**config.mk**
```make
export PLATFORM = sky130hd
export DESIGN_NAME = td4_prog_ctrl
export DESIGN_NICKNAME = d
export VERILOG_FILES = /design/src/rtl/td4_prog_ctrl.sv
export SDC_FILE = /design/constraint.sdc
export NUM_CORES = 1
export LEC_CHECK = 0
export ABC_AREA = 0
export BUFFER_PORTS_ARGS = -buffer_cell sky130_fd_sc_hd__buf_2
export CAP_MARGIN = 30
export CELL_PAD_IN_SITES_DETAIL_PLACEMENT = 1
export CELL_PAD_IN_SITES_GLOBAL_PLACEMENT = 1
export CORE_ASPECT_RATIO = 0.6
export CORE_UTILIZATION = 53
export CTS_CLUSTER_SIZE = 10
export DETAILED_ROUTE_END_ITERATION = 16
export PLACE_DENSITY_LB_ADDON = 0.1
export SLEW_MARGIN = 20
export SYNTH_ARGS = -nofsm -noshare
export SYNTH_HDL_FRONTEND = slang
export SYNTH_SLANG_ARGS = --single-unit
```
**constraint.sdc**
```tcl
create_clock -name clk -period 2.8 [get_ports clk]
set_clock_uncertainty 0.1 [all_clocks]
set_input_delay 0.42 -clock clk [delete_from_list [all_inputs] [get_ports clk]]
set_output_delay 0.42 -clock clk [all_outputs]
set_load 0.02 [all_outputs]
```
**src/rtl/td4_prog_ctrl.sv**
```systemverilog
// TD4 program store and run controller.
// Loads 16 instruction bytes and gates the core clock for run/step/halt/breakpoint.
module td4_prog_ctrl #(
    parameter logic [7:0] MEM_INIT = 8'h00,
    parameter int         CNT_W    = 8
) (
    input  logic             clk,
    input  logic             rst_n,
    input  logic             load_start,
    input  logic             load_valid,
    input  logic [7:0]       load_data,
    output logic             load_ready,
    output logic             load_done,
    input  logic             run,
    input  logic             step,
    input  logic             halt,
    input  logic             bp_en,
    input  logic [3:0]       bp_addr,
    input  logic [3:0]       cpu_addr,
    output logic [7:0]       cpu_data,
    output logic             cpu_en,
    output logic             cpu_rst,
    output logic             halted,
    output logic [1:0]       state,
    output logic [CNT_W-1:0] exec_cnt
);

    typedef enum logic [1:0] {
        S_IDLE = 2'b00,
        S_LOAD = 2'b01,
        S_RUN  = 2'b10,
        S_STEP = 2'b11
    } state_t;

    state_t     st;
    logic [7:0] mem [16];
    logic [3:0] wr_ptr;
    logic       bp_skip;
    logic       bp_hit;

    assign state      = st;
    assign halted     = (st == S_IDLE);
    assign load_ready = (st == S_LOAD);
    assign cpu_data   = mem[cpu_addr];

    always_comb begin
        bp_hit = bp_en && (cpu_addr == bp_addr) && !bp_skip;
        cpu_en = 1'b0;
        case (st)
            S_RUN:   cpu_en = !bp_hit && !halt;
            S_STEP:  cpu_en = 1'b1;
            default: cpu_en = 1'b0;
        endcase
    end

    always_ff @(posedge clk or negedge rst_n) begin
        if (!rst_n) begin
            st        <= S_IDLE;
            for (int i = 0; i < 16; i++) mem[i] <= MEM_INIT;
            wr_ptr    <= 4'd0;
            cpu_rst   <= 1'b1;
            bp_skip   <= 1'b0;
            exec_cnt  <= '0;
            load_done <= 1'b0;
        end else begin
            load_done <= 1'b0;
            // an executed edge consumes any pending breakpoint skip
            if (cpu_en) begin
                exec_cnt <= exec_cnt + {{(CNT_W-1){1'b0}}, 1'b1};
                bp_skip  <= 1'b0;
            end
            case (st)
                S_IDLE: begin
                    if (load_start) begin
                        st       <= S_LOAD;
                        wr_ptr   <= 4'd0;
                        cpu_rst  <= 1'b1;
                        exec_cnt <= '0;
                        bp_skip  <= 1'b0;
                    end else if (run) begin
                        st      <= S_RUN;
                        cpu_rst <= 1'b0;
                    end else if (step) begin
                        st      <= S_STEP;
                        cpu_rst <= 1'b0;
                    end
                end
                S_LOAD: begin
                    if (halt) begin
                        st <= S_IDLE;
                    end else if (load_valid) begin
                        mem[wr_ptr] <= load_data;
                        wr_ptr      <= wr_ptr + 4'd1;
                        if (wr_ptr == 4'hF) begin
                            st        <= S_IDLE;
                            load_done <= 1'b1;
                        end
                    end
                end
                S_RUN: begin
                    if (halt) begin
                        st <= S_IDLE;
                    end else if (bp_hit) begin
                        st      <= S_IDLE;
                        bp_skip <= 1'b1;
                    end
                end
                default: st <= S_IDLE;
            endcase
        end
    end

endmodule

```
==> flow_summary_export.csv <==
group,metric,value,unit
run_status,status,"completed",
sta,fmax,0.370,GHz
yosys,synth_warnings,0,
die,floorplan.initialDensity,55.7,%
global_routing,grt_antenna_before_repair,0,
yosys,synth.distinct_cells,37,
critical_path,worst_r2r_startpoint,"wr_ptr[0]",
sta,report.final.hold_viol_count,0,
die,std_cell_rows,31,
yosys,yosys.cell_count.top_type,"sky130_fd_sc_hd__dfrtp_1",
clock_network,numClockSinks,145,
clock_network,number_of_cells_upsized_or_downsized_after_cts,0,
yosys,ffs_latches_synth,145,
cells_and_area,filler_cell_count,1122,
die,die_y,90.4,um
critical_path,cp.required,2.28,ns
yosys,synthCells,450,
critical_path,rr_endpoint,"mem[123]",
yosys,synth_simple_gate_area_share,5.28,%
cells_and_area,layout.core_utilization,64.5,%
min_path,min_delay_src,"step",
yosys,mappedNetlistNets,479,
sta,fin_worst_hold_slack,0.190,ns
yosys,syn_area_per_cell,15.3,sq um
sta,final_worst_path_cycle_share,96.7,%
cells_and_area,finalNetCount,526,
yosys,synth_mux_area_share,36.2,%
route,via_count,4162,
route,detailedRoute.firstIterationViolations,384,
min_path,hold_class,"primary input to flip-flop",
die,core-area,0.0124,sq mm
clock_network,cts_max_level,4,
global_routing,grt_start_max_net_pins,71,
clock_network,tritoncts,"yes",
global_routing,grt_pass1_vias,4657,
yosys,synth_top_family_by_area,"multiplexers",
yosys,synth_largest_type_area_fraction,52.3,%
route,detail_route.first_pass.iterations,4,
critical_path,reg2regPathDepth,5,
route,antenna_violating_nets_left,0,
yosys,number_of_synthesized_flops_with_an_enable_pin,0,
critical_path,critPathKind,"flip-flop to output pin",
clock_network,cts.path.max_buffers,2,
power,ir_drop,0.444,mV
sta,rsz0062_at_grt,"false",
yosys,dominantRegCellSynth,"sky130_fd_sc_hd__dfrtp_1",
yosys,synthesis.area,0.00690,sq mm
yosys,synth_xor_xnor_area_share,0.762,%
cells_and_area,antenna_cells,0,
clock_network,cts_hold_buffers,1,
yosys,sequential_to_total_area_share_from_yosys_stat,52.6,%
cells_and_area,synthToLayoutAreaGrowth,15.8,%
yosys,synthDominantAreaCellType,"sky130_fd_sc_hd__dfrtp_1",
cells_and_area,layout-drive-gt1-share,45.9,%
min_path,number_of_instances_on_the_worst_hold_path,3,
global_routing,grt.overflow.total,0,
die,dieArea,0.0135,sq mm
global_routing,grt_first_pass_wirelength,28900,um
placement,place_hpwl,11100,um
power,power_leakage,0.00409,uW
critical_path,critical_path.endpoint_type,"output pin",
clock_network,cts.reportedPaths.clkPinSlew,0.06,ns
placement,gp_routability_congestion,0.794,
yosys,synth-adder-area-share,0.907,%
critical_path,rrSetupSlack,0.64,ns
critical_path,worst_ep_arrival_time,2.19,ns
clock_network,cts-buffers-inserted,17,
critical_path,cp_max_fo,12,
job,cap_viol_max_count,0,
global_routing,gr-usage-all-layers,29.8,%
die,die-width,149,um
yosys,ys_top_cells_by_count,"sky130_fd_sc_hd__dfrtp_1, sky130_fd_sc_hd__mux2_2, sky130_fd_sc_hd__nand2_1",
route,drcViolationCount,0,
yosys,synth_compound_area_share,1.72,%
clock_network,cell_at_the_root_of_the_clock_tree,"sky130_fd_sc_hd__clkbuf_16",
route,route.detailed.wl_per_inst,26.9,um
route,routed_wirelength,18200,um
sta,slew_headroom,46.2,%
power,cellPowerDensity,784,mW/mm^2
sta,fin_setup_tns,0,ns
die,io_pins,47,
sta,finalSetupViolations,0,
yosys,synthArstFlopShare,100,%
route,route.detailed.vias_per_inst,6.17,
placement,port-buffer-count,46,
min_path,min_to,"state[0]",
sta,finalMaxSlewViolations,0,
clock_network,clock_latency_of_the_later_clocked_register_in_the_worst_skew_pair,0.43,ns
sta,fin_crit,2.71,ns
clock_network,post_cts.repair.setup_buffers,0,
yosys,synth_top_cells_by_area,"sky130_fd_sc_hd__dfrtp_1, sky130_fd_sc_hd__mux2_2, sky130_fd_sc_hd__mux4_1",
sta,timing_worst_slew_pin_value,0.796,ns
critical_path,worstSetupStartpointType,"flip-flop",
==> cell usage in the layout, fill, tap and decap left out, types with 3 or more instances in the layout <==
cell type                     n
sky130_fd_sc_hd__a21oi_1      3
sky130_fd_sc_hd__and3_1       5
sky130_fd_sc_hd__buf_12       3
sky130_fd_sc_hd__buf_2       45
sky130_fd_sc_hd__buf_4        6
sky130_fd_sc_hd__bufinv_16    6
sky130_fd_sc_hd__clkbuf_16   17
sky130_fd_sc_hd__dfrtp_1    144
sky130_fd_sc_hd__ha_1         5
sky130_fd_sc_hd__inv_1        5
sky130_fd_sc_hd__inv_6        3
sky130_fd_sc_hd__mux2_2     128
sky130_fd_sc_hd__mux2i_1      5
sky130_fd_sc_hd__mux4_1      28
sky130_fd_sc_hd__mux4_2      12
sky130_fd_sc_hd__nand2_1     30
sky130_fd_sc_hd__nand2b_1     4
sky130_fd_sc_hd__nand3_1      4
sky130_fd_sc_hd__nand3_2      4
sky130_fd_sc_hd__nand4_1      4
sky130_fd_sc_hd__nor2_1       8
sky130_fd_sc_hd__nor2b_1      3
sky130_fd_sc_hd__nor3_1       3
sky130_fd_sc_hd__o21ai_0      5
sky130_fd_sc_hd__xor2_1       4
==> power breakdown <==
part           leakage (uW)  switching, uW  internal, uW  total (uW)
combinational       0.00178            568           494        1060
sequential          0.00198            174          2370        2550
clock              0.000326            967          1690        2650
==> layout make-up <==
type                    count  area, sq um  area share (%)
well taps                 165          206            2.59
multi-input cells         272         3100            38.8
inverters                   5         18.8           0.235
repair buffers             56          352            4.40
clock buffers              17          425            5.33
clock inverters            15          255            3.20
flip-flops and latches    145         3630            45.5
==> critical path: stages, from the launching register on <==
cell	delay (ns)
sky130_fd_sc_hd__dfrtp_1	0.37
sky130_fd_sc_hd__buf_4	0.17
sky130_fd_sc_hd__nor4b_1	0.72
sky130_fd_sc_hd__a21oi_1	0.28
sky130_fd_sc_hd__buf_2	0.23
==> cell families after synthesis <==
logic type,count (synthesis)
AOI/OAI and AO/OA,17
xor gates and xnor gates,6
adders and majority gates,5
buffers and inverters,33
DFF,145
muxes,173
and+or+nand+nor,71
==> state kept, by name, indices dropped and copies added (netlist names) <==
register   flops
load_done      1
state          2
cpu_rst        1
exec_cnt       8
wr_ptr         4
mem          128
bp_skip        1
==> through the flow <==
stage | setup slack, ns | area (sq um) | instances | total power (uW)
after floorplan | 0.484 | 6900 | 450 | 3220
after global placement | 0.219 | 7290 | 642 | 3530
after detailed placement | 0.189 | 7290 | 642 | 3600
after CTS | 0.138 | 7980 | 675 | 6280
after global routing | 0.0498 | 7980 | 675 | 6480
final | 0.0937 | 7980 | 675 | 6260
==> worst max-delay path by stage <==
stage / from / end / slack, ns / depth (start not counted)
detailed placement: cpu_addr[0] / cpu_data[7] / 0.19 / 5
floorplan: cpu_addr[1] / cpu_data[5] / 0.48 / 4
global placement: cpu_addr[0] / cpu_data[7] / 0.22 / 5
finish: state[0] / cpu_en / 0.09 / 4
CTS: state[0] / cpu_en / 0.14 / 4
global route: state[0] / cpu_en / 0.05 / 4
==> routing by layer <==
layer  GRT usage (%)  up-vias  part of all wire [%]
li1                -     1792                     -
met1            42.6     2219                    46
met2            45.3      121                    47
met3            6.72       30                   5.2
met4            9.86        0                   1.9
met5               0        -                     0
(Power assumes the default switching activity.)
